===== src/rtl/slow_div.sv =====
// slow_div - iterative restoring divider, one quotient bit per clock.
//
// An accepted start captures the operands; W clock edges later the quotient,
// remainder and divide-by-zero flag load together and valid pulses for one
// cycle. The handshake matches the shift-add slow multiplier, so both can sit
// behind the same start/busy/valid control.
//
// Parameters:
//   W            operand width (dividend, divisor, quotient, remainder), W >= 2
//
// Ports:
//   clk          clock, rising edge
//   rst_n        asynchronous active-low reset, discards any in-flight operation
//   dividend     numerator, sampled only on an accepted start
//   divisor      denominator, sampled only on an accepted start
//   start        request, accepted only while busy=0
//   quotient     registered quotient, holds until the next completion
//   remainder    registered remainder, holds until the next completion
//   div_by_zero  registered flag, set when the captured divisor was zero
//   valid        one-cycle pulse: results were updated this cycle
//   busy         high while an operation is in progress
//
// Build option:
//   SLOW_DIV_SIGNED_EN  when defined, operands are two's complement; the
//                       quotient truncates toward zero and the remainder takes
//                       the sign of the dividend. Undefined: unsigned only.

module slow_div #(
    parameter int W = 16
) (
    input  logic         clk,
    input  logic         rst_n,
    input  logic [W-1:0] dividend,
    input  logic [W-1:0] divisor,
    input  logic         start,
    output logic [W-1:0] quotient,
    output logic [W-1:0] remainder,
    output logic         div_by_zero,
    output logic         valid,
    output logic         busy
);

    localparam int CW = (W > 2) ? $clog2(W) : 1;
    localparam logic [CW-1:0] LAST_STEP = CW'(W - 1);

    typedef enum logic {
        IDLE,
        RUN
    } state_t;

    state_t state, state_next;

    logic [W-1:0]  quo_sh;
    logic [W-1:0]  dvs;
    logic [W:0]    prem;
    logic [CW-1:0] cnt;
    logic          dvs_zero;

    logic          load;
    logic          done;

    logic [W:0]    shifted;
    logic [W:0]    trial;
    logic [W:0]    prem_next;
    logic [W-1:0]  quo_next;
    logic [W-1:0]  quo_fin;
    logic [W-1:0]  rem_fin;

    logic [W-1:0]  cap_dividend;
    logic [W-1:0]  cap_divisor;

`ifdef SLOW_DIV_SIGNED_EN
    logic sign_q;
    logic sign_r;

    // Operands enter the array as magnitudes; the signs are applied at the end.
    always_comb begin
        cap_dividend = dividend[W-1] ? (~dividend + W'(1)) : dividend;
        cap_divisor  = divisor[W-1]  ? (~divisor  + W'(1)) : divisor;
    end
`else
    always_comb begin
        cap_dividend = dividend;
        cap_divisor  = divisor;
    end
`endif

    always_ff @(posedge clk or negedge rst_n) begin
        if (!rst_n) begin
            state <= IDLE;
        end else begin
            state <= state_next;
        end
    end

    always_comb begin
        state_next = state;
        load       = 1'b0;
        done       = 1'b0;
        case (state)
            IDLE: begin
                if (start) begin
                    state_next = RUN;
                    load       = 1'b1;
                end
            end
            RUN: begin
                if (cnt == LAST_STEP) begin
                    state_next = IDLE;
                    done       = 1'b1;
                end
            end
            default: state_next = IDLE;
        endcase
    end

    // One restoring step. The partial remainder stays below the divisor, so
    // the W+1-bit shifted value never overflows and bit W of the trial
    // difference is a reliable sign bit.
    always_comb begin
        shifted = {prem[W-1:0], quo_sh[W-1]};
        trial   = shifted - {1'b0, dvs};
        if (!trial[W]) begin
            prem_next = trial;
            quo_next  = {quo_sh[W-2:0], 1'b1};
        end else begin
            prem_next = shifted;
            quo_next  = {quo_sh[W-2:0], 1'b0};
        end
    end

`ifdef SLOW_DIV_SIGNED_EN
    // Divide by zero keeps the raw all-ones quotient; the remainder correction
    // still runs, which turns |dividend| back into the raw dividend.
    always_comb begin
        quo_fin = (sign_q && !dvs_zero) ? (~quo_next + W'(1)) : quo_next;
        rem_fin = sign_r ? (~prem_next[W-1:0] + W'(1)) : prem_next[W-1:0];
    end
`else
    always_comb begin
        quo_fin = quo_next;
        rem_fin = prem_next[W-1:0];
    end
`endif

    always_ff @(posedge clk or negedge rst_n) begin
        if (!rst_n) begin
            quo_sh   <= '0;
            dvs      <= '0;
            prem     <= '0;
            cnt      <= '0;
            dvs_zero <= 1'b0;
        end else if (load) begin
            quo_sh   <= cap_dividend;
            dvs      <= cap_divisor;
            prem     <= '0;
            cnt      <= '0;
            dvs_zero <= (divisor == '0);
        end else if (state == RUN) begin
            quo_sh   <= quo_next;
            prem     <= prem_next;
            cnt      <= cnt + CW'(1);
        end
    end

`ifdef SLOW_DIV_SIGNED_EN
    always_ff @(posedge clk or negedge rst_n) begin
        if (!rst_n) begin
            sign_q <= 1'b0;
            sign_r <= 1'b0;
        end else if (load) begin
            sign_q <= dividend[W-1] ^ divisor[W-1];
            sign_r <= dividend[W-1];
        end
    end
`endif

    always_ff @(posedge clk or negedge rst_n) begin
        if (!rst_n) begin
            quotient    <= '0;
            remainder   <= '0;
            div_by_zero <= 1'b0;
            valid       <= 1'b0;
        end else begin
            valid <= done;
            if (done) begin
                quotient    <= quo_fin;
                remainder   <= rem_fin;
                div_by_zero <= dvs_zero;
            end
        end
    end

    assign busy = (state == RUN);

endmodule


===== config.mk =====
export PLATFORM = sky130hd
export DESIGN_NAME = slow_div
export DESIGN_NICKNAME = d
export VERILOG_FILES = /design/src/rtl/slow_div.sv
export SDC_FILE = /design/constraint.sdc
export NUM_CORES = 1
export LEC_CHECK = 0
export CORE_MARGIN = 5
export CORE_UTILIZATION = 55
export DETAILED_ROUTE_END_ITERATION = 16
export GPL_ROUTABILITY_DRIVEN = 0
export PLACE_DENSITY = 0.92
export RECOVER_POWER = 50
export SLEW_MARGIN = 20
export SYNTH_ARGS = -nofsm -noshare
export SYNTH_HDL_FRONTEND = slang
export SYNTH_SLANG_ARGS = --single-unit

===== constraint.sdc =====
create_clock -name clk -period 3 [get_ports clk]
set_input_delay 0.9 -clock clk [delete_from_list [all_inputs] [get_ports clk]]
set_output_delay 0.9 -clock clk [all_outputs]
set_load 0.02 [all_outputs]

Word-level counts from Yosys, hierarchy flattened
Index checks and enable logic that the tools add are counted.
- bits in registers: 88
- input port bits: 35
- output and inout port bits: 35
- word-level logic and storage cells: 30
- add/subtract/negate cells: 2
- equal/unequal tests: 1
- mux-type cells: 14
- bitwise logic cells: 1
- reductions and logical operators: 2
- operators with widths (kind ; count):
    two-way mux 16 bit ; 5
    subtractor 17 x 16 -> 17 bit ; 1
    zero test 16 bit ; 1
    two-way mux 4 bit ; 2
    two-way mux 1 bit ; 6
    adder 4 x 1 -> 4 bit, second input constant ; 1
    equality test 4 bit, second input constant ; 1
    case mux 1 bit (2 select lines) ; 1
    nonzero test 2 bit ; 1
    NOT 1 bit ; 1

Depth between registers and ports, before layout
- depth in word-level cells: 4
- depth in mapped cells: 11
- mapped depth without buffers: 9

Least setup slack after synthesis
OpenSTA, ideal clock, no wires.
- kind: flip-flop to flip-flop
- start: reg quo_sh[15]
- end: reg prem[6]
- library setup time: 0.135 ns
- arrival time: 2.368 ns
- required time: 2.865 ns
- slack: 0.498 ns
- cell stages (with the launch flop): 12
- path buffers: 2
- clock period less this slack: 2.502 ns
- cell sequence: dfrtp_1 > inv_1 > ha_1 > fa_1 > nor2b_4 > o31a_1 > o41a_4 > o31a_1 > buf_2 > buf_2 > a21oi_1 > o31ai_1
- word-level cells in the longest chain between the ends: 4
- RTL lines (item ; RTL line ; text):
    start, declared ; 53 ; logic [W-1:0] quo_sh;
    start signal, assigned ; 154 ; quo_sh <= cap_dividend;
    start signal, assigned ; 160 ; quo_sh <= quo_next;
    subtractor 17 x 16 -> 17 bit ; 122 ; trial = shifted - {1'b0, dvs};
    two-way mux 16 bit ; 123 ; if (!trial[W]) begin
    two-way mux 16 bit ; 159 ; end else if (state == RUN) begin
    two-way mux 16 bit ; 153 ; end else if (load) begin
    end signal, assigned ; 161 ; prem <= prem_next;
    end, declared ; 55 ; logic [W:0] prem;
No other way between the ends. The select of a mux whose other input is x is not followed.
A chain may end at the register's enable or synchronous reset.

Worst setup path after layout
- start: reg quo_sh[15]
- end: reg prem[0]
- word-level cells in the longest chain between the ends: 4
- RTL lines (item ; RTL line):
    subtractor 17 x 16 -> 17 bit ; 122
    two-way mux 16 bit * ; 123
    two-way mux 16 bit * ; 159
    two-way mux 16 bit * ; 153
Every way passes the cells marked *; elsewhere a longest branch is shown, timed or not. The select of a mux whose other input is x is not followed.

==> impl_metrics.env <==
export IMPL_status="completed"
export IMPL_die_y_um=103
export IMPL_clk_pin_slew_ns=0.10
export IMPL_cts_buffer_depth=2
export IMPL_drc=0
export IMPL_crit_type="reg -> reg"
export IMPL_cts_inserted_buffers=9
export IMPL_grt_total_usage_pct=25.7
export IMPL_wl_per_cell_um=19.0
export IMPL_yosysTopAreaCell="dfrtp_1"
export IMPL_timing_slew_headroom_pct=14.1
export IMPL_slowest_stage="dfrtp_1"
export IMPL_synth_async_reset_ratio_pct=100
export IMPL_grt_pass1_vias=4456
export IMPL_syn_num_nets=580
export IMPL_r2r_start="quo_sh[15]"
export IMPL_cts_tree="built"
export IMPL_totalWireLength_um=13400
export IMPL_via_count=4534
export IMPL_reg2reg_slack_ns=0.05
export IMPL_min_period_over_period_pct=98.4
export IMPL_min_path_type="reg -> reg"
export IMPL_crit_arrival_ns=3.21
export IMPL_reg2reg_depth=10
export IMPL_cts_max_level=3
export IMPL_holdBufCountCts=0
export IMPL_port_buffer_count=69
export IMPL_placed_area_um2=5590
export IMPL_reg2reg_to="prem[0]"
export IMPL_crit_path_start_kind="flop"
export IMPL_ys_top_cells_by_area="dfrtp_1, nand2_1, o21ai_0"
export IMPL_die_w_um=103
export IMPL_diodes=0
export IMPL_holdPathEnd="quotient[2]"
export IMPL_synth_common_cells="nand2_1, dfrtp_1, o21ai_0, nand3_1, inv_1"
export IMPL_syn2layout_area_growth_pct=20.4
export IMPL_core_um2=8640
export IMPL_num_rows=34
export IMPL_synthCells=527
export IMPL_yosysMostFrequentCell="nand2_1"
export IMPL_critPathMaxFanout=12
export IMPL_nNetsFinal=645
export IMPL_viasPerCell=6.43
export IMPL_max_freq_mhz=339
export IMPL_synth_edf_count=0
export IMPL_finalCriticalPeriod_ns=2.95
export IMPL_yosys_warnings=0
export IMPL_drive_gt1_share_pct=8.04
export IMPL_cts_sinks=88
export IMPL_ios=70
export IMPL_finalMaxSlewViolations=0
export IMPL_ys_ff_latch=88
export IMPL_drt_iter0_drc=479
export IMPL_crit_chain="inv_1 -> ha_1 -> fa_1 -> nor2b_4 -> o31a_1 -> o41a_4 -> o31ai_2 -> buf_4 -> nor4_1 -> a311o_1"
export IMPL_whs_path_depth=2
export IMPL_ys_seq_area_share_pct=45.8
export IMPL_nFillCells=623
export IMPL_final_area_um2=5790
export IMPL_worst_pin_slew_ns=1.29
export IMPL_overflow=0
export IMPL_min_from="quotient[2]"
export IMPL_synth_distinct_cells=55
export IMPL_cap_violations=0
export IMPL_hold_viol=0
export IMPL_grt_pass1_wl_um=21300
export IMPL_fin_worst_skew_ns=0.00828
export IMPL_clk_latency_ns=0.37
export IMPL_grt_max_degree=56
export IMPL_die_area_um2=10700
export IMPL_syn_area_per_cell_um2=9.12
export IMPL_synth_ff_type="dfrtp_1"
export IMPL_netlist_area_leader_share_pct=45.8
export IMPL_critPathMaxStageDelay_ns=0.42
export IMPL_start_util_pct=55.7
export IMPL_synth_area_um2=4810
export IMPL_cts_root_buf="clkbuf_8"
export IMPL_crit_required_ns=3.26
export IMPL_hpwl_um=9140
export IMPL_ant_nets=0
export IMPL_finalSetupViolations=0
export IMPL_cp_end_kind="flop"
export IMPL_antenna_found_initial=0
export IMPL_first_pass_iters=5
[worst max-delay path, delay by kind of cell, from the launching register on]
family | cells | cell delay (ns)
adders and majority gates | 2 | 0.48
buffers and inverters | 2 | 0.33
and+or+nand+nor | 2 | 0.14
DFF | 1 | 0.42
AOI/OAI and AO/OA | 4 | 1.45
[routing by layer]
metal  vias to the layer above  GRT usage [%]  part of all wire [%]
met5                         -              0                     0
met4                         0           11.9                   4.5
met3                        61           5.70                   6.8
met2                       263           42.4                    50
met1                      2182           32.3                    39
li1                       2028              -                     -
[stage by stage]
| step | setup slack, ns | utilization, % | std cells | TNS (ns) | hold WS [ns] |
|---|---|---|---|---|---|
| 2_1_floorplan | 0.498 | - | 527 | 0 | 0.460 |
| 3_3_place_gp | 0.242 | 64.7 | 686 | 0 | 0.459 |
| 3_5_place_dp | 0.0896 | 64.7 | 686 | 0 | 0.465 |
| 4_1_cts | 0.0235 | 67.0 | 702 | 0 | 0.488 |
| 5_1_grt | -0.0527 | 67.0 | 705 | -0.0803 | 0.526 |
| 6_report | 0.0468 | 67.0 | 705 | 0 | 0.483 |
[what timing repair did]
action	in CTS	in global routing
endpoints found under the setup margin	0	26
gates resized for setup	0	2
buffers inserted	0	3
[worst max-delay path by stage]
stage	depth (start not counted)	end	startpoint
floorplan	11	prem[6]	quo_sh[15]
global placement	9	prem[0]	quo_sh[15]
detailed placement	9	prem[0]	quo_sh[15]
CTS	9	prem[0]	quo_sh[15]
global route	10	prem[0]	quo_sh[15]
finish	10	prem[0]	quo_sh[15]
[logic make-up (layout without fill, tap and decap cells)]
kind of cell / count (synthesis) / in the layout / synth area share (%)
buffers and inverters: 56 / 126 / 5.13
adders and majority gates: 18 / 18 / 4.84
xor gates and xnor gates: 7 / 7 / 1.28
DFF: 88 / 88 / 45.8
muxes: 19 / 19 / 3.98
and+or+nand+nor: 194 / 194 / 18.6
AOI/OAI and AO/OA: 145 / 145 / 20.3
[area by class of cell]
cell class | instances | area (um2) | area share, %
flip-flops and latches | 88 | 2200 | 38.0
clock inverters | 7 | 75.1 | 1.30
clock buffers | 9 | 124 | 2.14
well taps | 108 | 135 | 2.33
repair buffers | 86 | 801 | 13.8
inverters | 24 | 90.1 | 1.56
multi-input cells | 383 | 2360 | 40.8
[layout by cell type, fill, tap and decap left out, types with 7 or more instances in the layout]
cell             instances
a31oi_1                 11
o31ai_1                 11
nor2_1                  16
nor4_1                   7
mux2i_1                 18
nand2_1                104
o21ai_0                 44
nand3_1                 24
buf_4                   13
and3_1                   8
nor3_1                   9
o211ai_1                10
clkdlybuf4s50_1         67
a21oi_1                 19
clkbuf_8                 9
a21o_1                   7
dfrtp_1                 88
o21ai_1                  7
ha_1                    17
inv_1                   23
[flip-flops by register name, summed over array words and instances (netlist names)]
signal,count
prem,16
dvs_zero,1
busy,1
div_by_zero,1
quotient,16
dvs,16
valid,1
quo_sh,16
cnt,4
remainder,16
Power is left out: the tool's default activity adds up to more than one toggle a clock period on the data nets, which glitch-free logic cannot reach.
